==> config.mk <==
export PLATFORM = sky130hd
export DESIGN_NAME = bcd2bin
export DESIGN_NICKNAME = d
export VERILOG_FILES = /design/src/rtl/bcd_pkg.sv /design/src/rtl/bcd_nibble_adj.sv /design/src/rtl/bcd2bin.sv
export SDC_FILE = /design/constraint.sdc
export NUM_CORES = 1
export LEC_CHECK = 0
export CORE_MARGIN = 1
export CORE_UTILIZATION = 23
export DETAILED_ROUTE_END_ITERATION = 12
export PLACE_DENSITY_LB_ADDON = 0.08
export SYNTH_ARGS = -nofsm -noshare
export SYNTH_HDL_FRONTEND = slang
export SYNTH_SLANG_ARGS = --single-unit
export TNS_END_PERCENT = 10
==> constraint.sdc <==
create_clock -name clk -period 3.9 [get_ports clk]
set_input_delay 0.78 -clock clk [delete_from_list [all_inputs] [get_ports clk]]
set_output_delay 0.78 -clock clk [all_outputs]
set_load 0.01 [all_outputs]
==> src/rtl/bcd_pkg.sv <==
// Shared BCD constants and FSM state encoding for the BCD<->binary converter blocks.
package bcd_pkg;

    localparam int DIGIT_W    = 4;
    localparam int NUM_DIGITS = 3;
    localparam int BIN_W      = 10;
    localparam int NUM_ITER   = 10;

    // Digit field above the binary accumulator in the working shift register.
    localparam int SR_W  = DIGIT_W * NUM_DIGITS + BIN_W;
    localparam int CNT_W = $clog2(NUM_ITER);

    typedef enum logic [1:0] {
        IDLE  = 2'd0,
        SHIFT = 2'd1,
        ADJ   = 2'd2,
        DONE  = 2'd3
    } state_t;

endpackage

==> src/rtl/bcd_nibble_adj.sv <==
// Reverse double-dabble digit corrector: a nibble that reached 8 or more after a
// right shift had a half-ten shifted in and is pulled back by 3.
module bcd_nibble_adj
    import bcd_pkg::*;
(
    input  logic [DIGIT_W-1:0] i_nib,
    output logic [DIGIT_W-1:0] o_nib
);

    assign o_nib = (i_nib >= DIGIT_W'(8)) ? i_nib - DIGIT_W'(3) : i_nib;

endmodule

==> src/rtl/bcd2bin.sv <==
// Sequential 3-digit BCD to 10-bit binary converter (reverse double dabble), fixed
// 22-cycle start-to-done latency. Define BCD2BIN_DIGIT_CHECK_EN to flag non-decimal digits.
module bcd2bin
    import bcd_pkg::*;
(
    input  logic               clk,
    input  logic               rst,
    input  logic               start,
    input  logic [DIGIT_W-1:0] hunds,
    input  logic [DIGIT_W-1:0] tens,
    input  logic [DIGIT_W-1:0] units,
    output logic [BIN_W-1:0]   bin,
    output logic               busy,
    output logic               done,
    output logic               err
);

    state_t             r_state, w_state_nxt;
    logic [SR_W-1:0]    r_sr, w_sr_nxt;
    logic [CNT_W-1:0]   r_cnt, w_cnt_nxt;
    logic [BIN_W-1:0]   r_bin, w_bin_nxt;
    logic               r_done, w_done_nxt;
    logic [DIGIT_W-1:0] w_adj [NUM_DIGITS];

`ifdef BCD2BIN_DIGIT_CHECK_EN
    logic r_flag_q, w_flag_nxt;
    logic r_err, w_err_nxt;
`endif

    for (genvar g = 0; g < NUM_DIGITS; g++) begin : g_adj
        bcd_nibble_adj u_adj (
            .i_nib (r_sr[BIN_W + g*DIGIT_W +: DIGIT_W]),
            .o_nib (w_adj[g])
        );
    end

    always_comb begin
        // NOTE: every signal gets a default first so no path through the case infers a latch.
        w_state_nxt = r_state;
        w_sr_nxt    = r_sr;
        w_cnt_nxt   = r_cnt;
        w_bin_nxt   = r_bin;
        w_done_nxt  = 1'b0;
`ifdef BCD2BIN_DIGIT_CHECK_EN
        w_flag_nxt  = r_flag_q;
        w_err_nxt   = r_err;
`endif
        case (r_state)
            IDLE: begin
                if (start) begin
                    w_sr_nxt    = {hunds, tens, units, {BIN_W{1'b0}}};
                    w_cnt_nxt   = '0;
                    w_state_nxt = SHIFT;
`ifdef BCD2BIN_DIGIT_CHECK_EN
                    w_flag_nxt  = (hunds > DIGIT_W'(9)) | (tens > DIGIT_W'(9)) | (units > DIGIT_W'(9));
`endif
                end
            end
            SHIFT: begin
                w_sr_nxt    = r_sr >> 1;
                w_state_nxt = ADJ;
            end
            ADJ: begin
                w_sr_nxt = {w_adj[2], w_adj[1], w_adj[0], r_sr[BIN_W-1:0]};
                if (r_cnt == CNT_W'(NUM_ITER - 1)) begin
                    w_state_nxt = DONE;
                end else begin
                    w_cnt_nxt   = r_cnt + CNT_W'(1);
                    w_state_nxt = SHIFT;
                end
            end
            DONE: begin
`ifdef BCD2BIN_DIGIT_CHECK_EN
                w_bin_nxt = r_flag_q ? '0 : r_sr[BIN_W-1:0];
                w_err_nxt = r_flag_q;
`else
                w_bin_nxt = r_sr[BIN_W-1:0];
`endif
                w_done_nxt  = 1'b1;
                w_state_nxt = IDLE;
            end
            default: w_state_nxt = IDLE;
        endcase
    end

    always_ff @(posedge clk) begin
        if (rst) begin
            r_state <= IDLE;
            r_sr    <= '0;
            r_cnt   <= '0;
            r_bin   <= '0;
            r_done  <= 1'b0;
`ifdef BCD2BIN_DIGIT_CHECK_EN
            r_flag_q <= 1'b0;
            r_err    <= 1'b0;
`endif
        end else begin
            // NOTE: non-blocking updates so every register samples pre-edge values.
            r_state <= w_state_nxt;
            r_sr    <= w_sr_nxt;
            r_cnt   <= w_cnt_nxt;
            r_bin   <= w_bin_nxt;
            r_done  <= w_done_nxt;
`ifdef BCD2BIN_DIGIT_CHECK_EN
            r_flag_q <= w_flag_nxt;
            r_err    <= w_err_nxt;
`endif
        end
    end

    assign bin  = r_bin;
    assign done = r_done;
    assign busy = (r_state != IDLE);
`ifdef BCD2BIN_DIGIT_CHECK_EN
    assign err  = r_err;
`else
    assign err  = 1'b0;
`endif

endmodule
==> results of run 1 <==
tightest hold or removal path: cells and delay by family, from the launching register on:
family / cells / cell delay [ps]
compound gates: 2 / 130
flops: 1 / 320
state kept, by name, indices dropped and copies added (netlist names):
register,count
bin,10
r_sr,22
r_cnt,4
r_state,2
done,1
power breakdown:
part           switching (W)  total [W]  internal, W
Clock               0.000157   0.000348     0.000191
Sequential         0.0000393   0.000469     0.000430
Combinational       0.000164   0.000278     0.000114
Total               0.000361    0.00110     0.000734
synthesized netlist by cell type (3+ instances only):
master     count  share of area, %
o32ai_1        3               1.3
clkbuf_1      14               2.5
nor2b_1        6               1.8
o21ai_0       15               3.6
a2111oi_0      5               2.1
nand3_1        4              0.95
inv_1         18               3.2
a221oi_1      12               5.0
o31ai_1        6               2.1
a21oi_1       15               3.6
nor4bb_1       3               1.4
ha_1          13               7.8
dfxtp_1       39                37
o311ai_0       6               2.5
nor2_1        16               2.9
nand4b_1      12               5.0
mux2i_1       12               5.7
worst paths after layout:
check                   from       end  slack [ps]  depth (start not counted)
setup / recovery  r_state[0]      busy        1410                          4
hold / removal       r_sr[0]   r_sr[0]         490                          2
setup reg to reg  r_state[0]  r_sr[16]        1570                          6
hold reg to reg      r_sr[0]   r_sr[0]         490                          2
layout make-up:
cell class              instances  area (um2)  share of cell area [%]
clock buffers                   5        68.8                    2.71
flip-flops and latches         39         781                    30.8
well taps                     108         135                    5.33
repair buffers                 29         283                    11.2
inverters                      18        67.6                    2.67
clock inverters                 3        43.8                    1.73
multi-input cells             154        1160                    45.6
cell families after synthesis:
kind of cell    Yosys count
flops                    39
compound gates           67
other cells               1
fa+ha+maj                13
buf+inv                  37
mux                      14
simple gates             59
layer usage:
metal  up-vias  share of wire (%)  GRT usage, %
li1        891                  -             -
met1       867                 49          16.8
met2        50                 44          18.1
met3         7                4.9          2.95
met4         0                1.7          4.30
met5         -                  0             0
metrics by stage:
stage	hold WS, ps	std cells	setup WS [ps]	cell area [um2]
CTS	491	356	1380	2530
floorplan	449	230	2100	2100
global placement	473	348	1520	2420
detailed placement	478	348	1510	2420
global route	520	356	1300	2530
finish	485	356	1410	2530
==> results.tsv, run 1 <==
stage	metric	value	unit
route	via_per_inst	5.10	
synthesis	synth_top_family_by_area	compound AO/OA/AOI/OAI gates	
critical_path	cp.required	3120	ps
die	pin_count	28	
synthesis	synth_area_per_cell	9.12	um2
clocking	numCtsBuffers	5	
cells_and_area	area_growth_syn_to_layout	20.9	%
critical_path	arrival	1710	ps
sta	timing.slew.headroom	38.4	%
die	start_util	23.9	%
cells_and_area	fill_cells	948	
route	drt-total-wl	5540	um
run_status	status	complete, no violations	
synthesis	synthSimpleGateAreaFrac	18.5	%
clocking	root_buffer	clkbuf_8	
global_routing	antenna_found_initial	0	
critical_path	cp_top_family	buffers and inverters	
power	finalPower	0.00110	W
critical_path	cp_cell_sequence	inv_1 -> ha_1 -> inv_1 -> clkdlybuf4s50_1	
global_routing	track_usage	12.1	%
route	vias	1815	
clocking	cts.clk_slew.worst_paths	90	ps
critical_path	endpoint_kind	output port	
synthesis	synth_edf_count	0	
cells_and_area	nets	275	
cells_and_area	final_core_util	28.9	%
critical_path	critical_path.slowest_cell	clkdlybuf4s50_1	
sta	finalSetupViolations	0	
worst_hold_path	hold_path.class	flop to flop	
synthesis	synth_seq_cells	39	
route	detail-route-antenna-nets	0	
die	core_area	8760	um2
critical_path	crit_buf_inv	3	
clocking	clk_latency	300	ps
die	die_h	97.5	um
global_routing	grt-ovfl-total	0	
sta	rsz0062_at_grt	false	
sta	clock_skew	7.08	ps
synthesis	syn_nets	258	
critical_path	cpPeakStageDelay	530	ps
die	die_area	9500	um2
cells_and_area	mostFrequentLayoutCells	dfxtp_1, clkdlybuf4s50_1, inv_1	
die	std_cell_rows	34	
synthesis	synth_xor_area_share	0	%
sta	hold_viol	0	
synthesis	yosysWarnings	0	
route	drt_iter0_markers	79	
global_routing	grt_max_degree	33	
clocking	cts_tree	yes	
clocking	cts_setup_buffers	0	
synthesis	synthAdderAreaFrac	7.76	%
clocking	clock_sinks	39	
sta	post-route-min-period	2490	ps
placed_design	dp_hpwl	3560	um
synthesis	netlist_area	2100	um2
critical_path	path_common_cell	inv_1	
die	dieWidth	97.5	um
sta	tightest_slew	923	ps
placed_design	place.gp.congestion	0.717	
power	p_per_area	432	nW/um2
global_routing	grt_pass1_wl	9210	um
critical_path	worst-setup-path-type	flop to output port	
clocking	cts_resized	0	
sta	slew_violations	0	
synthesis	synth_cell_types	38	
clocking	cts_max_path_buffers	2	
global_routing	grt_pass1_vias	1740	
synthesis	synthArstFlopShare	0	%
route	dr.pass1.iters	4	
route	drc_errors	0	
synthesis	ys.flop_type	dfxtp_1	
sta	max_freq	402	MHz
clocking	cts_hold_buf	0	
critical_path	cp-start-kind	flop	
route	wl_per_cell	15.6	um
cells_and_area	drive_above_1_share	6.45	%
synthesis	synth_mux_area_share	6.80	%
cells_and_area	diodes	0	
flow_run	maxCapViolations	0	
critical_path	path_max_fanout	6	
clocking	ctsHtreeMaxLevel	2	
sta	finalCritPeriodShare	63.8	%
sta	finalSetupTns	0	ps
placed_design	port_buffers	26	
power	power.leakage	0.886	nW
synthesis	synth-seq-area-share	37.2	%
cells_and_area	final_common_cell	dfxtp_1	
power	peakVddDrop	0.000190	V
synthesis	syn_inst	230	
synthesis	synth-compound-area-share	21.9	%
(Power assumes the default switching activity.)
==> run 2: changes to the inputs <==
Clock period 3.9 ns to 2.4 ns, I/O delays scaled along.
==> run 2 against run 1 <==
Compared with the run above:
- routed wire length increased by 0.36%
- utilization is 0.54 points higher
- register-to-register slack worse by 1200 ps
- sequential power grew 63%
- critical path depth is the same
- critical endpoint unchanged
- largest cell class unchanged
==> results.tsv, run 2 (same netlist as run 1, synthesis figures left out) <==
stage	metric	value	unit
run_status	status	complete, no violations	
critical_path	path_max_fanout	6	
cells_and_area	final_core_util	29.5	%
critical_path	cp-start-kind	flop	
route	vias	1802	
critical_path	cp_top_family	buffers and inverters	
route	detail-route-antenna-nets	0	
clocking	clk_latency	290	ps
sta	setup_ws	222	ps
global_routing	grt_pass1_vias	1774	
critical_path	path_common_cell	inv_1	
route	drt-total-wl	5560	um
clocking	cts_hold_buf	0	
sta	finalSetupTns	0	ps
die	die_h	97.5	um
flow_run	maxCapViolations	0	
critical_path	arrival	1700	ps
sta	post-route-min-period	2180	ps
sta	timing.slew.headroom	65.2	%
sta	slew_violations	0	
route	dr.pass1.iters	4	
die	die_area	9500	um2
route	drt_iter0_markers	97	
sta	finalSetupViolations	0	
cells_and_area	drive_above_1_share	9.69	%
cells_and_area	nets	285	
critical_path	worst-setup-path-type	flop to output port	
global_routing	grt_pass1_wl	9100	um
clocking	cts.clk_slew.worst_paths	80	ps
clocking	ctsHtreeMaxLevel	2	
clocking	numCtsBuffers	5	
critical_path	rrSetupSlack	410	ps
critical_path	cp_cell_sequence	inv_1 -> ha_1 -> inv_1 -> clkdlybuf4s50_1	
clocking	cts_max_path_buffers	2	
critical_path	critical_path.slowest_cell	clkdlybuf4s50_1	
placed_design	placedInstanceArea	2500	um2
power	peakVddDrop	0.000191	V
power	power.leakage	0.919	nW
sta	finalCritPeriodShare	90.7	%
placed_design	port_buffers	26	
route	via_per_inst	4.92	
die	std_cell_rows	34	
sta	rsz0062_at_grt	false	
sta	tightest_slew	522	ps
die	start_util	23.9	%
placed_design	numPlacedInstances	358	
critical_path	crit_buf_inv	3	
clocking	root_buffer	clkbuf_8	
cells_and_area	final_common_cell	dfxtp_1	
die	pin_count	28	
power	p_per_area	662	nW/um2
clocking	cts_setup_buffers	0	
cells_and_area	area_growth_syn_to_layout	23.2	%
placed_design	dp_hpwl	3750	um
cells_and_area	mostFrequentLayoutCells	dfxtp_1, clkdlybuf4s50_1, inv_1	
global_routing	grt_max_degree	29	
clocking	clock_sinks	39	
die	core_area	8760	um2
critical_path	cpPeakStageDelay	530	ps
clocking	cts_tree	yes	
worst_hold_path	hold_path.class	flop to flop	
route	drc_errors	0	
sta	hold_viol	0	
placed_design	place.gp.congestion	0.696	
cells_and_area	fin_cells	366	
cells_and_area	diodes	0	
critical_path	endpoint_kind	output port	
die	dieWidth	97.5	um
route	wl_per_cell	15.2	um
placed_design	detailedPlace.worstSlack	303	ps
sta	clock_skew	6.77	ps
cells_and_area	final_cell_area	2580	um2
critical_path	cp.required	1920	ps
sta	max_freq	459	MHz
global_routing	grt-ovfl-total	0	
clocking	cts_resized	0	
global_routing	antenna_found_initial	0	
cells_and_area	largest_reg_flops	22	
global_routing	track_usage	11.9	%
cells_and_area	regMostFlops	r_sr	
run 2: where the power goes:
group / switching [W] / internal, W
clock network: 0.000241 / 0.000203
registers: 0.0000646 / 0.000698
logic: 0.000280 / 0.000223
total: 0.000586 / 0.00112
run 2: routing by layer:
layer | wire [um] | vias up | GRT usage, %
met5 | 0 | - | 0
met2 | 2350 | 39 | 17.2
met3 | 226 | 12 | 2.66
met1 | 2860 | 849 | 17.1
met4 | 125 | 0 | 4.64
li1 | - | 902 | -
run 2: path summary, 6_finish.rpt:
kind / from / end / cells after the start
min: r_sr[0] / r_sr[0] / 2
max reg2reg: r_state[0] / r_sr[12] / 5
max: r_state[0] / busy / 4
min reg2reg: r_sr[0] / r_sr[0] / 2
run 2: worst reg2reg max path: cells and delay by family, from the launching register on:
family | cells | cell delay, ps
adder cells (fa/ha/maj) | 1 | 490
AND/OR/NAND/NOR | 1 | 320
buffers and inverters | 1 | 100
AO/OA/AOI/OAI | 2 | 590
flip-flops | 1 | 380
run 2: through the flow:
stage	hold WS, ps	power, W
after global placement	476	0.00129
final	485	0.00171
after floorplan	449	0.00110
after CTS	487	0.00174
after detailed placement	475	0.00128
after global routing	502	0.00183
run 2: cell type report:
class,count,area (um2)
tap,108,135
sequential,39,781
timing repair buffer,39,358
multi-input combinational,154,1160
clock inverter,2,12.5
clock buffer,6,72.6
inverter,18,67.6
fill,934,6180
